## config.mk

```make
export PLATFORM = sky130hd
export DESIGN_NAME = nou_wr_arb_ctl
export DESIGN_NICKNAME = d
export VERILOG_FILES = /design/src/rtl/nou_wr_arb_pkg.sv /design/src/rtl/nou_rr_arb.sv /design/src/rtl/nou_wr_arb_ctl.sv
export SDC_FILE = /design/constraint.sdc
export NUM_CORES = 1
export LEC_CHECK = 0
export BUFFER_PORTS_ARGS = -buffer_cell sky130_fd_sc_hd__buf_4
export CORE_ASPECT_RATIO = 1.4
export CORE_MARGIN = 2
export CORE_UTILIZATION = 46
export DETAILED_ROUTE_END_ITERATION = 8
export HOLD_SLACK_MARGIN = 0.08
export PLACE_DENSITY = 0.78
export SLEW_MARGIN = 40
export SYNTH_ARGS = -nofsm -noshare
export SYNTH_HDL_FRONTEND = slang
export SYNTH_HIERARCHICAL = 1
export SYNTH_SLANG_ARGS = --single-unit
```

## constraint.sdc

```tcl
create_clock -name clk -period 3.25 [get_ports clk]
set_clock_uncertainty 0.2 [all_clocks]
set_input_delay 0.4875 -clock clk [delete_from_list [all_inputs] [get_ports clk]]
set_output_delay 0.4875 -clock clk [all_outputs]
set_load 0.05 [all_outputs]
```

## src/rtl/nou_wr_arb_pkg.sv

```systemverilog
// Shared definitions for the NoU write-path arbiter.
//   - Packet size field widths used to derive the default flit-count widths.
//   - Default response timeout.
//   - Arbiter FSM state encoding.
//   - Modulo-N increment helper for round-robin pointers.
package nou_wr_arb_pkg;

   localparam int unsigned NouPktHeaderSzWidth = 8;
   localparam int unsigned NouPktDataSzWidth   = 8;

   localparam int unsigned HdrWDefault = NouPktHeaderSzWidth + 1 - 6;
   localparam int unsigned DatWDefault = NouPktDataSzWidth + 4;
   localparam int unsigned TmoDefault  = 1024;

   typedef enum logic [1:0] {
      StIdle,
      StStart,
      StWait
   } wr_arb_state_e;

   // (i + 1) mod n, for i < n
   function automatic int unsigned wrap_inc(input int unsigned i, input int unsigned n);
      return (i + 1 >= n) ? 0 : i + 1;
   endfunction

endpackage

```

## src/rtl/nou_rr_arb.sv

```systemverilog
// Combinational round-robin picker.
//   req     : request vector
//   ptr     : highest-priority index this round
//   win     : one-hot winner (zero when no request)
//   win_idx : binary index of the winner
//   valid   : at least one request present
module nou_rr_arb #(
   parameter int unsigned NREQ  = 4,
   parameter int unsigned IDX_W = $clog2(NREQ)
) (
   input  logic [NREQ-1:0]  req,
   input  logic [IDX_W-1:0] ptr,
   output logic [NREQ-1:0]  win,
   output logic [IDX_W-1:0] win_idx,
   output logic             valid
);

   always_comb begin
      int unsigned c;
      c       = 0;
      win     = '0;
      win_idx = '0;
      valid   = 1'b0;
      // Scan from ptr upward, wrapping; the first hit wins.
      for (int unsigned i = 0; i < NREQ; i++) begin
         c = 32'(ptr) + i;
         if (c >= NREQ) begin
            c = c - NREQ;
         end
         if (!valid && req[c]) begin
            valid   = 1'b1;
            win[c]  = 1'b1;
            win_idx = c[IDX_W-1:0];
         end
      end
   end

endmodule

```

## src/rtl/nou_wr_arb_ctl.sv

```systemverilog
// Write-path arbiter: grants one of NREQ requesters the shared AXI write engine,
// hands the latched flit counts to the engine, and returns done/err from the
// B-channel controller (or a timeout error) to the granted requester.
//   clk, rstn            : clock, synchronous active-low reset
//   req                  : per-requester request, held until gnt
//   req_hdr_num/dat_num  : per-requester header / data flit counts
//   gnt, done, err       : one-hot, one-cycle pulses to the requesters
//   wr_start             : one-cycle start pulse to the write engine
//   wr_hdr_num/dat_num   : latched counts, stable for the whole transaction
//   wr_done, wr_err      : B-channel result, honoured only while waiting
//   tmo_flag             : sticky timeout status
module nou_wr_arb_ctl
   import nou_wr_arb_pkg::*;
#(
   parameter int unsigned NREQ  = 4,
   parameter int unsigned HDR_W = HdrWDefault,
   parameter int unsigned DAT_W = DatWDefault,
   parameter int unsigned TMO   = TmoDefault
) (
   input  logic                        clk,
   input  logic                        rstn,
   input  logic [NREQ-1:0]             req,
   input  logic [NREQ-1:0][HDR_W-1:0]  req_hdr_num,
   input  logic [NREQ-1:0][DAT_W-1:0]  req_dat_num,
   output logic [NREQ-1:0]             gnt,
   output logic [NREQ-1:0]             done,
   output logic [NREQ-1:0]             err,
   output logic                        wr_start,
   output logic [HDR_W-1:0]            wr_hdr_num,
   output logic [DAT_W-1:0]            wr_dat_num,
   input  logic                        wr_done,
   input  logic                        wr_err,
   output logic                        tmo_flag
);

   localparam int unsigned IDX_W = $clog2(NREQ);
   localparam int unsigned TMR_W = $clog2(TMO);

   wr_arb_state_e state_q, state_d;

   logic [IDX_W-1:0] idx_q;
   logic [NREQ-1:0]  oh_q;
   logic [HDR_W-1:0] hdr_q;
   logic [DAT_W-1:0] dat_q;
   logic [IDX_W-1:0] rr_ptr_q;
   logic [TMR_W-1:0] timer_q;
   logic             tmo_flag_q;

   logic [NREQ-1:0]  arb_win;
   logic [IDX_W-1:0] arb_idx;
   logic             arb_valid;

   logic [DAT_W:0]   cnt_sum;
   logic             zero_cnt;
   logic             tmo_hit;
   logic             wait_exit;
   logic [IDX_W-1:0] idx_inc;

   nou_rr_arb #(
      .NREQ  (NREQ),
      .IDX_W (IDX_W)
   ) u_rr_arb (
      .req     (req),
      .ptr     (rr_ptr_q),
      .win     (arb_win),
      .win_idx (arb_idx),
      .valid   (arb_valid)
   );

   // Extra bit keeps the sum from wrapping to zero on maximal counts.
   assign cnt_sum   = {1'b0, dat_q} + (DAT_W + 1)'(hdr_q);
   assign zero_cnt  = (cnt_sum == '0);
   assign tmo_hit   = (timer_q == TMR_W'(TMO - 1));
   assign wait_exit = wr_err | wr_done | tmo_hit;
   assign idx_inc   = IDX_W'(wrap_inc(32'(idx_q), NREQ));

   // State register
   always_ff @(posedge clk) begin
      if (!rstn) begin
         state_q <= StIdle;
      end else begin
         state_q <= state_d;
      end
   end

   // Next-state logic
   always_comb begin
      state_d = state_q;
      unique case (state_q)
         StIdle:  if (arb_valid) state_d = StStart;
         StStart: state_d = zero_cnt ? StIdle : StWait;
         StWait:  if (wait_exit) state_d = StIdle;
         default: state_d = StIdle;
      endcase
   end

   // Transaction context, round-robin pointer, timer and sticky timeout flag
   always_ff @(posedge clk) begin
      if (!rstn) begin
         idx_q      <= '0;
         oh_q       <= '0;
         hdr_q      <= '0;
         dat_q      <= '0;
         rr_ptr_q   <= '0;
         timer_q    <= '0;
         tmo_flag_q <= 1'b0;
      end else begin
         unique case (state_q)
            StIdle: begin
               timer_q <= '0;
               if (arb_valid) begin
                  idx_q <= arb_idx;
                  oh_q  <= arb_win;
                  hdr_q <= req_hdr_num[arb_idx];
                  dat_q <= req_dat_num[arb_idx];
               end
            end
            StStart: begin
               timer_q <= '0;
               if (zero_cnt) begin
                  rr_ptr_q <= idx_inc;
               end
            end
            StWait: begin
               if (wait_exit) begin
                  timer_q  <= '0;
                  rr_ptr_q <= idx_inc;
                  if (!wr_err && !wr_done) begin
                     tmo_flag_q <= 1'b1;
                  end
               end else begin
                  timer_q <= timer_q + 1'b1;
               end
            end
            default: timer_q <= '0;
         endcase
      end
   end

   // Outputs; forced low while rstn is asserted, even before the reset edge.
   always_comb begin
      gnt        = '0;
      done       = '0;
      err        = '0;
      wr_start   = 1'b0;
      wr_hdr_num = '0;
      wr_dat_num = '0;
      unique case (state_q)
         StIdle: ;
         StStart: begin
            gnt        = oh_q;
            wr_hdr_num = hdr_q;
            wr_dat_num = dat_q;
            if (zero_cnt) begin
               err = oh_q;
            end else begin
               wr_start = 1'b1;
            end
         end
         StWait: begin
            wr_hdr_num = hdr_q;
            wr_dat_num = dat_q;
            // err takes priority over done; timeout reports as err.
            if (wr_err || (tmo_hit && !wr_done)) begin
               err = oh_q;
            end else if (wr_done) begin
               done = oh_q;
            end
         end
         default: ;
      endcase
      if (!rstn) begin
         gnt        = '0;
         done       = '0;
         err        = '0;
         wr_start   = 1'b0;
         wr_hdr_num = '0;
         wr_dat_num = '0;
      end
   end

   assign tmo_flag = tmo_flag_q;

endmodule

```

==> results.py, run 1 <==
metrics = {
    "sta": {
        "period_needed_ns": 3.48,
        "finalMaxSlewViolations": 0,
        "maxSlewHeadroom": 0.496,
        "setup_violations": 4,
        "fmax_mhz": 287,
        "grt_setup_unrepaired": "true",
        "fin_ws_ns": -0.234,
        "tightest_slew_ns": 0.755,
        "tns_ns": -0.908,
        "final.period_utilization": 1.07,
        "hold_viol": 0,
    },
    "clock_network": {
        "cts_tree": "built",
        "htreeDepth": 2,
        "insertion_delay_ns": 0.29,
        "cts_buffer_depth": 2,
        "path_clk_slew_ns": 0.08,
        "cts_buffers": 5,
        "clock-sinks": 36,
        "clockRootBuffer": "clkbuf_8",
    },
    "min_path": {
        "hold_end": "idx_q[1]",
        "holdPathStages": 2,
        "hold_class": "flip-flop to flip-flop",
        "holdCritStartpoint": "idx_q[1]",
    },
    "setup_path": {
        "crit_fanout": 4,
        "required_ns": 2.56,
        "startpoint_type": "flip-flop",
        "crit_type": "flip-flop to output port",
        "crit_path_end_kind": "output port",
        "rr_endpoint": "hdr_q[2]",
        "timing.rr.start": "rr_ptr_q[1]",
        "r2r_slack_ns": 0.09,
        "rr_worst_depth": 11,
        "arrival_ns": 2.80,
    },
    "drt": {
        "avgViaCountPerCell": 5.60,
        "detail-route-antenna-nets": 0,
        "firstDrtPassIters": 4,
        "drtIter0Drc": 144,
        "wirelength_um": 7460,
        "vias": 2787,
        "drc": 0,
        "wl_per_cell_um": 15.0,
    },
    "yosys": {
        "synth-seq-cells": 36,
        "synth.distinct_cells": 50,
        "postSynthCellCount": 314,
        "ys_warn_count": 6,
        "synth_area_per_cell_um2": 8.77,
        "syn_area_um2": 2750,
        "yosysSeqAreaShare": 0.262,
        "synthArstFlopShare": 0,
        "synth_nets": 399,
        "synth-main-ff-cell": "dfxtp_1",
        "synth_edf_count": 0,
    },
    "status": {
        "violations": "setup timing",
        "status": "finished, violations left",
    },
    "job": {
        "maxCapViolCount": 0,
    },
    "floorplan": {
        "start_util": 0.473,
        "core_area_um2": 5820,
        "die_h_um": 95.6,
        "io_pins": 97,
        "dieArea_um2": 6630,
        "die_w_um": 69.4,
        "num_rows": 33,
    },
    "place": {
        "pre_cts_slack_ns": -0.145,
        "dp.cells": 484,
        "port_buffers": 96,
        "hpwl_um": 5770,
        "gp_congestion": 0.893,
    },
    "final_layout": {
        "fin_cells": 498,
        "diodes": 0,
        "nNetsFinal": 512,
        "syn_to_final_growth_pct": 41.3,
        "layout-drive-gt1-share": 0.404,
        "fin_util": 0.669,
    },
    "global_routing": {
        "grt-ovfl-total": 0,
        "grt_max_degree": 33,
        "grtUsageTotal": 0.227,
        "antenna_found_initial": 0,
        "grt_pass1_vias": 2801,
        "grt_pass1_wl_um": 12400,
    },
    "pwr": {
        "p_per_area_nw_per_um2": 689,
        "irDropWorstVdd_mv": 0.416,
        "p_leak_nw": 1.75,
    },
}
[layout make-up]
| class | count | area (µm²) |
|---|---|---|
| Tap cell | 70 | 87.6 |
| Timing Repair Buffer | 124 | 968 |
| Clock buffer | 5 | 68.8 |
| Fill cell | 475 | 1930 |
| Multi-Input combinational cell | 251 | 1960 |
| Sequential cell | 36 | 733 |
| Clock inverter | 3 | 42.5 |
| Inverter | 9 | 33.8 |
[state kept, by name, summed over array words and instances (netlist names)]
signal,cells
tmo_flag,1
dat_q,12
rr_ptr_q,2
state_q,2
idx_q,2
timer_q,10
oh_q,4
hdr_q,3
[worst max-delay path: stages, from the launching register on]
cell and delay, ns:
dfxtp_4 0.37, ha_4 0.16, fa_2 0.34, xor2_1 0.14
or3_1 0.31, a211o_1 0.26, a2111oi_4 0.26, a41o_1 0.33
and2_4 0.19, buf_8 0.14
[worst max path at each step]
| stage | from | end | slack [ns] | depth (start not counted) |
|---|---|---|---|---|
| after detailed placement | rr_ptr_q[1] | dat_q[9] | -0.15 | 11 |
| after global routing | dat_q[0] | err[0] | -0.33 | 9 |
| after floorplan | rr_ptr_q[1] | dat_q[10] | 0.002 | 12 |
| after global placement | req[3] | dat_q[5] | -0.05 | 8 |
| after CTS | dat_q[0] | err[2] | -0.30 | 8 |
| final | dat_q[0] | err[0] | -0.23 | 9 |
[per-layer routing]
layer,up-vias,GRT usage,share of wire
met5,-,0,0
met4,0,0.0948,0.028
met3,18,0.0222,0.040
met2,80,0.433,0.53
met1,1314,0.258,0.41
li1,1375,-,-
[cell usage in the layout, fill, tap and decap left out, types with 9 or more instances in the layout]
cell type	n
buf_4	118
nand2_1	53
dfxtp_1	30
a21oi_1	26
and3_1	20
nor2_1	18
mux4_2	16
ha_1	15
o21ai_0	10
inv_1	9
[synthesized netlist by cell type, types with 8 or more instances]
library cell,number,area [µm²]
clkbuf_1,12,45.0
inv_1,9,33.8
nand2_1,53,199
a22oi_1,8,60.1
o21ai_0,10,50.1
and3_1,20,125
mux4_2,16,360
nand3_1,8,40.0
a21oi_1,26,130
ha_1,16,200
nor2_1,19,71.3
and2_1,11,68.8
dfxtp_1,36,721
[per-stage QoR]
| stage | cell area [µm²] | hold slack (ns) | power, W |
|---|---|---|---|
| global placement | 3650 | 0.246 | 0.00214 |
| finish | 3890 | 0.271 | 0.00268 |
| CTS | 3860 | 0.270 | 0.00264 |
| detailed placement | 3660 | 0.259 | 0.00219 |
| global route | 3890 | 0.304 | 0.00288 |
| floorplan | 2760 | 0.226 | 0.00179 |
[kinds of logic (layout without fill, tap and decap cells)]
| kind of cell | Yosys count | after routing | synth area share |
|---|---|---|---|
| mux | 25 | 25 | 0.183 |
| compound gates | 59 | 59 | 0.142 |
| xor+xnor | 9 | 9 | 0.0286 |
| buf+inv | 27 | 141 | 0.0427 |
| fa+ha+maj | 17 | 17 | 0.0800 |
| flops | 36 | 36 | 0.262 |
| simple gates | 141 | 141 | 0.262 |
[timing repair]
| action | 4_1_cts | 5_1_grt |
|---|---|---|
| hold buffers | 0 | 0 |
| endpoints found under the hold margin | 0 | 0 |
| gates resized for setup | 24 | 3 |
| setup buffers | 3 | 3 |
| pin swaps | 4 | 5 |
| endpoints found under the setup margin | 20 | 13 |
[where the power goes]
group          internal (W)  switching (W)  total, W
Combinational      0.000770       0.000809   0.00158
Sequential         0.000566       0.000142  0.000708
Clock              0.000227       0.000168  0.000395
Total               0.00156        0.00112   0.00268
No activity file was read; power rests on OpenSTA's default activity.
==> run 2, diff against run 1 <==
- CORE_UTILIZATION: 46 -> 47
- GPL_ROUTABILITY_DRIVEN: default -> 0
- PLACE_DENSITY: 0.78 -> 0.77
- SYNTH_HIERARCHICAL: 1 -> default
==> run 2 against run 1 <==
The flow still finishes with violations (setup timing). Maximum frequency increased by 4.2%. Non-clock buffer count down 14. Critical path depth up 1. Count of clock-buffer cells in the layout is 2 higher. Register-to-register slack improved by 0.23 ns. Core utilization fell by 2.6 points. Routed wire length rose by 8.3%. Hold slack lost 0.0025 ns. Final cell count increased by 10%. Sequential cell count unchanged. Combinational power down 46%. Largest cell class unchanged. Highest routed layer unchanged.
==> results.py, run 2 <==
metrics = {
    "status": {
        "status": "finished, violations left",
        "violations": "setup timing",
    },
    "floorplan": {
        "start_util": 0.491,
        "die_w_um": 72.3,
        "die_h_um": 99.7,
        "dieArea_um2": 7210,
        "num_rows": 34,
        "io_pins": 97,
        "core_area_um2": 6250,
    },
    "final_layout": {
        "nNetsFinal": 562,
        "final_common_cell": "buf_4",
        "layout-drive-gt1-share": 0.289,
        "syn_to_final_growth_pct": 30.7,
        "top_regs": "dat_q: 12 flops, timer_q: 10 flops, oh_q: 4 flops",
        "top_register": "dat_q",
        "final_area_um2": 4020,
        "fillers": 576,
        "largest_reg_flops": 12,
        "layout_common_cells": "105 x buf_4, 46 x and3_1, 32 x dfxtp_1, 29 x nand2_1, 24 x nor2_1",
        "fin_cells": 549,
        "diodes": 0,
    },
    "drt": {
        "drc": 0,
        "wirelength_um": 8080,
        "detail-route-antenna-nets": 0,
        "firstDrtPassIters": 4,
        "vias": 3173,
        "drtIter0Drc": 114,
        "wl_per_cell_um": 14.7,
        "avgViaCountPerCell": 5.78,
    },
    "clock_network": {
        "path_clk_slew_ns": 0.07,
        "clock-sinks": 36,
        "insertion_delay_ns": 0.29,
        "clockRootBuffer": "clkbuf_8",
        "cts_buffers": 5,
        "htreeDepth": 2,
        "cts_tree": "built",
        "cts_buffer_depth": 2,
    },
    "sta": {
        "final.period_utilization": 1.03,
        "tightest_slew_ns": 0.659,
        "fin_ws_ns": -0.0936,
        "grt_setup_unrepaired": "true",
        "hold_slack_ns": 0.268,
        "maxSlewHeadroom": 0.559,
        "period_needed_ns": 3.34,
        "hold_viol": 0,
        "setup_violations": 5,
        "tns_ns": -0.369,
        "finalMaxSlewViolations": 0,
        "fmax_mhz": 299,
    },
    "setup_path": {
        "crit_fanout": 4,
        "startpoint_type": "flip-flop",
        "arrival_ns": 2.66,
        "crit_path_end_kind": "output port",
        "cpPeakStageDelay_ns": 0.36,
        "cp_num_buf_inv": 2,
        "crit_family": "compound AO/OA/AOI/OAI gates",
        "crit_chain": "ha_4, fa_2, a21o_1, a2111o_1, o21ai_1, o2111ai_2, o31ai_1, buf_4, and2_4, buf_8",
        "crit_slowest_cell": "fa_2",
        "required_ns": 2.56,
        "crit_type": "flip-flop to output port",
    },
    "yosys": {
        "synthTopCellsByArea": "dfxtp_1 23%, and3_1 9.4%, ha_1 6.5%",
        "synth_edf_count": 0,
        "synth_area_per_cell_um2": 7.92,
        "synth-main-ff-cell": "dfxtp_1",
        "synth_common_cells": "46 x and3_1, 36 x dfxtp_1, 29 x nand2_1, 25 x nor2_1",
        "synth.distinct_cells": 60,
        "synth-seq-cells": 36,
        "synth_nets": 473,
        "yosysTopAreaCell": "dfxtp_1",
        "ys_warn_count": 0,
        "postSynthCellCount": 388,
        "syn_area_um2": 3070,
        "yosysSeqAreaShare": 0.235,
        "synth_top_area_share": 0.235,
        "synthArstFlopShare": 0,
        "synth_most_common_cell": "and3_1",
    },
    "pwr": {
        "p_leak_nw": 1.82,
        "irDropWorstVdd_mv": 0.283,
        "p_per_area_nw_per_um2": 448,
    },
    "global_routing": {
        "grt_max_degree": 44,
        "antenna_found_initial": 0,
        "grt_pass1_wl_um": 13400,
        "grtUsageTotal": 0.227,
        "grt_pass1_vias": 2987,
        "grt-ovfl-total": 0,
    },
    "job": {
        "maxCapViolCount": 0,
    },
    "place": {
        "dpl_cell_area_um2": 3830,
        "hpwl_um": 6240,
        "port_buffers": 96,
        "dp.cells": 539,
    },
    "min_path": {
        "hold_class": "flip-flop to flip-flop",
    },
}
[run 2: worst paths after layout]
kind / slack (ns) / endpoint / depth (start not counted) / startpoint
worst max register to register: 0.32 / dat_q[4] / 9 / rr_ptr_q[0]
worst min register to register: 0.27 / timer_q[0] / 1 / timer_q[0]
worst min-delay path: 0.27 / timer_q[0] / 1 / timer_q[0]
worst max-delay path: -0.09 / err[1] / 10 / dat_q[0]
[run 2: what timing repair did]
| action | 4_1_cts | 5_1_grt |
|---|---|---|
| pin swaps | 7 | 1 |
| hold buffers | 0 | 0 |
| buffers inserted | 3 | 0 |
| endpoints found under the setup margin | 5 | 5 |
| gates resized for setup | 20 | 3 |
[run 2: cells by family (layout without fill, tap and decap cells)]
logic type,Yosys count,in the layout,synth area share
AND/OR/NAND/NOR,155,155,0.277
multiplexers,20,20,0.0692
adder cells (fa/ha/maj),17,17,0.0717
flip-flops,36,36,0.235
AO/OA/AOI/OAI,111,111,0.259
buffers and inverters,39,128,0.0594
XOR/XNOR,10,10,0.0285
[run 2: through the flow]
stage | setup WS [ns] | util | total power (W)
floorplan | 0.0220 | - | 0.00119
global placement | 0.0685 | 0.612 | 0.00139
detailed placement | -0.0129 | 0.612 | 0.00142
CTS | -0.0920 | 0.641 | 0.00180
global route | -0.215 | 0.642 | 0.00192
finish | -0.0936 | 0.642 | 0.00180
[run 2: report_power, final]
group,switching (W),internal [W],leakage (nW),total (W)
combinational,0.000475,0.000374,1.47,0.000850
sequential,0.0000853,0.000517,0.296,0.000602
clock,0.000158,0.000189,0.0503,0.000347
total,0.000719,0.00108,1.82,0.00180
[run 2: final cells by class]
class | instances | area (µm²) | area share
inverters | 11 | 41.3 | 0.0103
multi-input cells | 313 | 2200 | 0.549
repair buffers | 110 | 860 | 0.214
well taps | 72 | 90.1 | 0.0224
flip-flops and latches | 36 | 726 | 0.181
clock buffers | 7 | 96.3 | 0.0240
[run 2: per-layer routing]
metal,routed length (µm),vias up,part of all wire,global-route usage
met1,3210,1438,0.40,0.252
met3,518,8,0.064,0.0507
met4,85,0,0.011,0.0595
met5,0,-,0,0
li1,-,1620,-,-
met2,4260,107,0.53,0.426
[run 2: worst register-to-register path, cell delays in order (launching register included)]
cell      delay (ns)
dfxtp_1         0.35
inv_2           0.07
ha_1            0.32
buf_4           0.19
mux2i_1         0.20
o21ai_1         0.08
a311o_1         0.43
nor4b_4         0.66
o21ai_0         0.22
o211ai_1        0.13
